## src/rtl/mem_bus_arbiter_if.sv

```systemverilog
// Signal bundle between mem_bus_arbiter, the pipeline requesters and the memory bus.
// With ARB_TIMEOUT_EN defined the bundle also carries bus_err.
interface mem_bus_arbiter_if;
    logic        inst_req;
    logic [31:0] inst_addr;
    logic        inst_addr_ok;
    logic        inst_data_ok;
    logic [31:0] inst_rdata;

    logic        data_req;
    logic [3:0]  data_wen;
    logic [31:0] data_addr;
    logic [31:0] data_wdata;
    logic        data_addr_ok;
    logic        data_data_ok;
    logic [31:0] data_rdata;

    logic        bus_req;
    logic        bus_wr;
    logic [3:0]  bus_wen;
    logic [31:0] bus_addr;
    logic [31:0] bus_wdata;
    logic        bus_addr_ok;
    logic        bus_data_ok;
    logic [31:0] bus_rdata;

    logic        busy;
`ifdef ARB_TIMEOUT_EN
    logic        bus_err;

    modport master (
        input  inst_req, inst_addr, data_req, data_wen, data_addr, data_wdata,
        input  bus_addr_ok, bus_data_ok, bus_rdata,
        output inst_addr_ok, inst_data_ok, inst_rdata,
        output data_addr_ok, data_data_ok, data_rdata,
        output bus_req, bus_wr, bus_wen, bus_addr, bus_wdata, busy, bus_err
    );

    modport slave (
        output inst_req, inst_addr, data_req, data_wen, data_addr, data_wdata,
        output bus_addr_ok, bus_data_ok, bus_rdata,
        input  inst_addr_ok, inst_data_ok, inst_rdata,
        input  data_addr_ok, data_data_ok, data_rdata,
        input  bus_req, bus_wr, bus_wen, bus_addr, bus_wdata, busy, bus_err
    );
`else
    modport master (
        input  inst_req, inst_addr, data_req, data_wen, data_addr, data_wdata,
        input  bus_addr_ok, bus_data_ok, bus_rdata,
        output inst_addr_ok, inst_data_ok, inst_rdata,
        output data_addr_ok, data_data_ok, data_rdata,
        output bus_req, bus_wr, bus_wen, bus_addr, bus_wdata, busy
    );

    modport slave (
        output inst_req, inst_addr, data_req, data_wen, data_addr, data_wdata,
        output bus_addr_ok, bus_data_ok, bus_rdata,
        input  inst_addr_ok, inst_data_ok, inst_rdata,
        input  data_addr_ok, data_data_ok, data_rdata,
        input  bus_req, bus_wr, bus_wen, bus_addr, bus_wdata, busy
    );
`endif
endinterface

```

## src/rtl/mem_bus_arbiter.sv

```systemverilog
// Single-outstanding arbiter sharing one memory bus between fetch and data ports.
// Data has priority with a fetch starvation guard; ARB_TIMEOUT_EN adds a WAIT watchdog.
module mem_bus_arbiter #(
    parameter int unsigned STARVE_LIMIT   = 4,
    parameter int unsigned TIMEOUT_CYCLES = 255
) (
    input logic             clk,
    input logic             rst,
    mem_bus_arbiter_if.master port
);

    typedef enum logic [1:0] {StIdle, StAddr, StWait} state_e;

    localparam logic [3:0] StarveMax = 4'(STARVE_LIMIT);

    state_e      state_q;
    logic        owner_q;  // 0 = inst, 1 = data
    logic [3:0]  wen_q;
    logic [31:0] addr_q;
    logic [31:0] wdata_q;
    logic [3:0]  starve_q;
    logic        bus_req_q;
    logic        bus_wr_q;

    logic grant_inst;
    logic grant_data;
    logic timeout;
    logic resp_fire;

    assign grant_inst = port.inst_req && (!port.data_req || starve_q == StarveMax);
    assign grant_data = port.data_req && !grant_inst;

`ifdef ARB_TIMEOUT_EN
    logic [15:0] wait_cnt_q;

    assign timeout = (state_q == StWait) && !port.bus_data_ok &&
                     (wait_cnt_q == 16'(TIMEOUT_CYCLES));

    always_ff @(posedge clk or posedge rst) begin
        if (rst) begin
            wait_cnt_q <= '0;
        end else if (state_q == StAddr) begin
            wait_cnt_q <= '0;
        end else if (state_q == StWait && !port.bus_data_ok && !timeout) begin
            wait_cnt_q <= wait_cnt_q + 16'd1;
        end
    end

    assign port.bus_err = timeout;
`else
    logic unused_timeout_cfg;
    assign unused_timeout_cfg = |32'(TIMEOUT_CYCLES);
    assign timeout = 1'b0;
`endif

    assign resp_fire = (state_q == StWait) && (port.bus_data_ok || timeout);

    always_ff @(posedge clk or posedge rst) begin
        if (rst) begin
            state_q   <= StIdle;
            owner_q   <= 1'b0;
            wen_q     <= '0;
            addr_q    <= '0;
            wdata_q   <= '0;
            starve_q  <= '0;
            bus_req_q <= 1'b0;
            bus_wr_q  <= 1'b0;
        end else begin
            unique case (state_q)
                StIdle: begin
                    if (grant_inst) begin
                        owner_q   <= 1'b0;
                        wen_q     <= '0;
                        addr_q    <= port.inst_addr;
                        wdata_q   <= '0;
                        bus_wr_q  <= 1'b0;
                        bus_req_q <= 1'b1;
                        starve_q  <= '0;
                        state_q   <= StAddr;
                    end else if (grant_data) begin
                        owner_q   <= 1'b1;
                        wen_q     <= port.data_wen;
                        addr_q    <= port.data_addr;
                        wdata_q   <= port.data_wdata;
                        bus_wr_q  <= |port.data_wen;
                        bus_req_q <= 1'b1;
                        // Count only data grants that made a waiting fetch lose.
                        if (!port.inst_req) begin
                            starve_q <= '0;
                        end else if (starve_q != StarveMax) begin
                            starve_q <= starve_q + 4'd1;
                        end
                        state_q   <= StAddr;
                    end
                end
                StAddr: begin
                    if (port.bus_addr_ok) begin
                        bus_req_q <= 1'b0;
                        state_q   <= StWait;
                    end
                end
                StWait: begin
                    if (resp_fire) begin
                        state_q <= StIdle;
                    end
                end
                default: begin
                    bus_req_q <= 1'b0;
                    state_q   <= StIdle;
                end
            endcase
        end
    end

    assign port.bus_req   = bus_req_q;
    assign port.bus_wr    = bus_wr_q;
    assign port.bus_wen   = wen_q;
    assign port.bus_addr  = addr_q;
    assign port.bus_wdata = wdata_q;
    assign port.busy      = (state_q != StIdle);

    assign port.inst_addr_ok = (state_q == StAddr) && port.bus_addr_ok && !owner_q;
    assign port.data_addr_ok = (state_q == StAddr) && port.bus_addr_ok && owner_q;
    assign port.inst_data_ok = resp_fire && !owner_q;
    assign port.data_data_ok = resp_fire && owner_q;

    // A watchdog completion returns zero data rather than whatever is on the bus.
    assign port.inst_rdata = (resp_fire && !owner_q && !timeout) ? port.bus_rdata : '0;
    assign port.data_rdata = (resp_fire && owner_q && !timeout) ? port.bus_rdata : '0;

endmodule

```

## src/flat_wrapper.sv

```systemverilog
// flat-port wrapper written by rule: the top's interface ports become plain ports
module mem_bus_arbiter_flat 
#(
    parameter int unsigned STARVE_LIMIT   = 4,
    parameter int unsigned TIMEOUT_CYCLES = 255
)
  (clk, rst, port_inst_req, port_inst_addr, port_data_req, port_data_wen, port_data_addr, port_data_wdata, port_bus_addr_ok, port_bus_data_ok, port_bus_rdata, port_inst_addr_ok, port_inst_data_ok, port_inst_rdata, port_data_addr_ok, port_data_data_ok, port_data_rdata, port_bus_req, port_bus_wr, port_bus_wen, port_bus_addr, port_bus_wdata, port_busy);
  mem_bus_arbiter_if port_i ();
  input logic clk;
  input logic rst;
  input wire logic [$bits(port_i.inst_req)-1:0] port_inst_req;
  input wire logic [$bits(port_i.inst_addr)-1:0] port_inst_addr;
  input wire logic [$bits(port_i.data_req)-1:0] port_data_req;
  input wire logic [$bits(port_i.data_wen)-1:0] port_data_wen;
  input wire logic [$bits(port_i.data_addr)-1:0] port_data_addr;
  input wire logic [$bits(port_i.data_wdata)-1:0] port_data_wdata;
  input wire logic [$bits(port_i.bus_addr_ok)-1:0] port_bus_addr_ok;
  input wire logic [$bits(port_i.bus_data_ok)-1:0] port_bus_data_ok;
  input wire logic [$bits(port_i.bus_rdata)-1:0] port_bus_rdata;
  output wire logic [$bits(port_i.inst_addr_ok)-1:0] port_inst_addr_ok;
  output wire logic [$bits(port_i.inst_data_ok)-1:0] port_inst_data_ok;
  output wire logic [$bits(port_i.inst_rdata)-1:0] port_inst_rdata;
  output wire logic [$bits(port_i.data_addr_ok)-1:0] port_data_addr_ok;
  output wire logic [$bits(port_i.data_data_ok)-1:0] port_data_data_ok;
  output wire logic [$bits(port_i.data_rdata)-1:0] port_data_rdata;
  output wire logic [$bits(port_i.bus_req)-1:0] port_bus_req;
  output wire logic [$bits(port_i.bus_wr)-1:0] port_bus_wr;
  output wire logic [$bits(port_i.bus_wen)-1:0] port_bus_wen;
  output wire logic [$bits(port_i.bus_addr)-1:0] port_bus_addr;
  output wire logic [$bits(port_i.bus_wdata)-1:0] port_bus_wdata;
  output wire logic [$bits(port_i.busy)-1:0] port_busy;
  assign port_i.inst_req = port_inst_req;
  assign port_i.inst_addr = port_inst_addr;
  assign port_i.data_req = port_data_req;
  assign port_i.data_wen = port_data_wen;
  assign port_i.data_addr = port_data_addr;
  assign port_i.data_wdata = port_data_wdata;
  assign port_i.bus_addr_ok = port_bus_addr_ok;
  assign port_i.bus_data_ok = port_bus_data_ok;
  assign port_i.bus_rdata = port_bus_rdata;
  assign port_inst_addr_ok = port_i.inst_addr_ok;
  assign port_inst_data_ok = port_i.inst_data_ok;
  assign port_inst_rdata = port_i.inst_rdata;
  assign port_data_addr_ok = port_i.data_addr_ok;
  assign port_data_data_ok = port_i.data_data_ok;
  assign port_data_rdata = port_i.data_rdata;
  assign port_bus_req = port_i.bus_req;
  assign port_bus_wr = port_i.bus_wr;
  assign port_bus_wen = port_i.bus_wen;
  assign port_bus_addr = port_i.bus_addr;
  assign port_bus_wdata = port_i.bus_wdata;
  assign port_busy = port_i.busy;
  mem_bus_arbiter #(.STARVE_LIMIT(STARVE_LIMIT), .TIMEOUT_CYCLES(TIMEOUT_CYCLES)) u_core (.clk(clk), .rst(rst), .port(port_i));
endmodule
```

## config.mk

```make
export PLATFORM = sky130hd
export DESIGN_NAME = mem_bus_arbiter_flat
export DESIGN_NICKNAME = d
export VERILOG_FILES = /design/src/rtl/mem_bus_arbiter_if.sv /design/src/rtl/mem_bus_arbiter.sv /design/src/flat_wrapper.sv
export SDC_FILE = /design/constraint.sdc
export NUM_CORES = 1
export LEC_CHECK = 0
export CORE_ASPECT_RATIO = 1.1
export CORE_MARGIN = 5
export CORE_UTILIZATION = 25
export DETAILED_ROUTE_END_ITERATION = 12
export DONT_BUFFER_PORTS = 1
export GPL_TIMING_DRIVEN = 0
export REMOVE_ABC_BUFFERS = 1
export SLEW_MARGIN = 5
export SYNTH_ARGS = -nofsm -noshare
export SYNTH_HDL_FRONTEND = slang
export SYNTH_SLANG_ARGS = --single-unit
```

## constraint.sdc

```tcl
create_clock -name clk -period 3.8 [get_ports clk]
set_clock_uncertainty 0.2 [all_clocks]
set_input_delay 0.95 -clock clk [delete_from_list [all_inputs] [get_ports clk]]
set_output_delay 0.95 -clock clk [all_outputs]
set_load 0.005 [all_outputs]
```

==> results summary, run 1 <==
The data required time at the worst endpoint came out at around 2.7 ns. Setup repair after global routing left no endpoint under its margin. The routing usage on met3 came out at 5.16%.

The routed design has around 13000 µm of wire. The number of max-slew violations in the final report is 0. The gate count after technology mapping came out at 456.

The buffer levels on the longest clock path came out at 2. TritonCTS built the clock tree. The initial antenna violation count came out at 7. After legalization and detailed placement, the total HPWL measured 10300 µm. By startpoint and endpoint, the worst setup path is classified as input pin to output pin. The sequential area share after synthesis came out at 51.6%.

The TritonCTS buffer count came out at 9. After routing the design area is between 0.004 and 0.005 mm². The number of max-cap violations is 0. The vias per cell came out at 4.99. Headroom to the max-slew limit came out at 42.2%.

The peak fanout along the critical path came out at 26. The number of cells on the worst hold path is 2. For this configuration, the core starts out at a cell density of roughly a quarter. The library cell used most frequently in the layout, excluding fill and tap cells, is sky130_fd_sc_hd__nand2_1. The type of the worst min-delay path is flop to flop. The overall global routing resource usage is 14.3%. Setup violations remaining at the end of the flow were counted as 0.

The worst register-to-register path begins at u_core.state_q[0]$_DFFE_PP0P_. The summed instance area of the synthesized netlist came out at around 0.0037 mm². The worst path uses 80.7% of the clock period.

The number of port buffers came out at 0. The post-route antenna net violation count came out at 0. The number of nets in the finished design came out at 580.

The post-synthesis register bit count is 77. The tree is rooted in a sky130_fd_sc_hd__clkbuf_16. The top cell types in the final layout, fill and taps aside, are sky130_fd_sc_hd__nand2_1 (112), sky130_fd_sc_hd__dfrtp_1 (77), sky130_fd_sc_hd__a21oi_1 (64), sky130_fd_sc_hd__and2_1 (64), sky130_fd_sc_hd__nand3_1 (39). The clock-pin slew on the worst setup and hold paths came out at 0.06 ns. In the global route stage, met2 resource usage came out at 24.4%. The tree built by TritonCTS fans out to 77 sinks.

The width of the die came out at 127 µm. The post-layout utilization of the core is 29.6%. The endpoint identified for the worst register-to-register timing path is u_core.starve_q[3]$_DFFE_PP0P_.

The iteration count of the initial detailed-routing pass is 4. The latest clock arrival within the worst-skew pair came out at 0.33 ns. The slew at the pin closest to its max-slew limit came out at 0.865 ns. The vertical extent of the die is ~140 µm. The placeable core area came out at 0.0146 mm². The synthesized area divided by synthesized cell count came out at 8.19 µm². The upper clock frequency limit came out at 326 MHz. The flow ran to the end, and the final reports show no timing, DRC or antenna violations. 277 I/O pins were placed. The maximum number of pins on one net before global-route repair came out at 71.

Dividing total power by cell area gives a power density of between 700 and 800 mW/mm². The overall power consumption came out at 3440 µW. The total overflow reported by the global router came out at 0. The count of H-tree levels built during CTS came out at 3. The area added between synthesis and finish is 15.4%.

The initial DRC count is ~130. The first-pass GRT wire length is 19200 µm. The destination of the worst hold path is u_core.port.bus_wen[3]$_DFFE_PP0P_. The leakage component of the power came out at 0.00199 µW.

The number of distinct library cell variants in the gate-level netlist after synthesis came out at 23. The most congested layer reported by global routing is met2. The instance area after placement came out at approximately 0.004 mm². The sort of element at the end of the critical path is an output pin.

The via count of the first global-routing pass is 3247. The detailed-route via count came out at about 3200. The global routing usage on met1 came out at a little over an eighth. The number of hold buffers added after cts is 0. The worst setup path is launched from an input pin. Once the clock tree was built, the resizer swapped 0 gates to a different size. The cell depth of the worst flop-to-flop path came out at 5. The worst reg-to-reg setup slack came out at roughly 1.3 ns. The die area is around 0.017 mm². The routed length per instance came out at 19.9 µm. The global placement routability congestion came out at 0.919. The clock period minus final worst setup slack came out at roughly 3.1 ns. The warning count from the yosys run is 0. The row count came out at 46. The arrival time at the worst endpoint came out at 1.92 ns.

In this run the most critical hold path is launched from u_core.port.bus_wen[3]$_DFFE_PP0P_. The number of hold violations in the final report came out at 0. The DRC violation count after routing is 0. The total setup buffers inserted after CTS is 0.

The proportion of layout cells with a drive suffix above 1 is 6.29%. VDD sags by at most between 0.3 and 0.4 mV.
-- cells in the mapped netlist (all sizes together) --
library cell / instances / share of area, %
a21oi: 64 / 8.6
o21ai: 6 / 0.80
dfrtp: 77 / 52
o41ai: 1 / 0.23
or2: 2 / 0.34
nand3: 39 / 5.2
nor2: 39 / 3.9
nand3b: 3 / 0.60
a21boi: 1 / 0.20
or3: 1 / 0.17
or4: 1 / 0.20
clkbuf: 19 / 1.9
ha: 2 / 0.67
a21bo: 1 / 0.27
o2bb2ai: 1 / 0.23
nand2b: 1 / 0.17
and2: 64 / 11
nand2: 112 / 11
inv: 4 / 0.40
o22ai: 1 / 0.17
buf: 14 / 1.9
nand4: 1 / 0.17
nor3: 2 / 0.27
-- state kept, by name, indices dropped and copies added (netlist names) --
name                   cells
u_core.port.bus_addr      32
u_core.port.bus_wdata     32
u_core.port.bus_wen        4
u_core.starve_q            4
u_core.state_q             2
u_core.owner_q             1
u_core.port.bus_req        1
u_core.port.bus_wr         1
-- cell type report --
| type | instances | area [µm²] |
|---|---|---|
| fill | 1557 | 10300 |
| sequential | 77 | 1930 |
| multi-input combinational | 342 | 1680 |
| tap | 192 | 240 |
| clock buffer | 10 | 229 |
| clock inverter | 6 | 96.3 |
| timing repair buffer | 6 | 90.1 |
| antenna | 12 | 30.0 |
| inverter | 4 | 17.5 |
-- per-stage QoR --
| stage | setup slack, ns | instances | hold WS [ns] | setup TNS [ns] |
|---|---|---|---|---|
| 2_1_floorplan | -0.342 | 423 | 0.263 | -2.24 |
| 3_3_place_gp | -1.79 | 615 | 0.285 | -117.10 |
| 3_5_place_dp | 0.721 | 621 | 0.292 | 0 |
| 4_1_cts | 0.721 | 637 | 0.306 | 0 |
| 5_1_grt | 0.621 | 649 | 0.325 | 0 |
| 6_report | 0.732 | 649 | 0.302 | 0 |
-- cell families (layout without fill, tap and decap cells) --
logic type | Yosys count | count (layout) | share of synthesized area, %
adder cells (fa/ha/maj) | 2 | 2 | 0.670
other | 0 | 12 | 0
AO/OA/AOI/OAI | 75 | 75 | 10.5
AND/OR/NAND/NOR | 265 | 265 | 33.0
flip-flops | 77 | 77 | 51.6
buffers and inverters | 37 | 26 | 4.19
-- critical path, stage by stage --
cell                      delay (ns)
sky130_fd_sc_hd__nand2_1        0.07
sky130_fd_sc_hd__nor3_2         0.37
sky130_fd_sc_hd__buf_4          0.30
sky130_fd_sc_hd__and2_1         0.22
-- layer usage --
metal | routed length [µm] | vias up | share of wire (%)
met1 | 4000 | 1514 | 31
met5 | 0 | - | 0
met2 | 6670 | 233 | 52
li1 | - | 1456 | -
met4 | 789 | 0 | 6.1
met3 | 1480 | 38 | 11
-- power by group --
group          switching [µW]  internal (µW)  total [µW]  leakage [µW]
registers                 338           1200        1540      0.000926
clock network             342            582         924      0.000155
logic                     634            347         981      0.000912
total                    1310           2130        3440       0.00199
-- worst max path at each step --
stage / start / end / slack (ns)
detailed placement: port_bus_data_ok / port_data_rdata[13] / 0.72
global placement: port_inst_req / u_core.port.bus_wdata[6]$_DFFE_PP0P_ / -1.79
CTS: port_bus_data_ok / port_data_rdata[13] / 0.72
finish: port_bus_data_ok / port_data_rdata[13] / 0.73
floorplan: port_inst_req / u_core.starve_q[2]$_DFFE_PP0P_ / -0.34
global route: port_bus_data_ok / port_data_rdata[13] / 0.62
(Power assumes the default switching activity.)
==> run 2: changes to the inputs <==
Clock period 3.8 ns to 3.2 ns, I/O delays scaled along.
==> results of run 2 <==
The final DEF is identical to that of run 1. Status: completed.
Main changes from that run: setup slack after placement 0.721 ns -> 0.421 ns; setup slack after layout 0.732 ns -> 0.426 ns; hold slack 0.302 ns -> 0.161 ns; start point of the critical path port_bus_data_ok -> u_core.state_q[1]$_DFFE_PP0P_; register-to-register setup slack 1.27 ns -> 0.67 ns; total power 3440 µW -> 4090 µW; worst IR drop on VDD 0.312 mV -> 0.370 mV
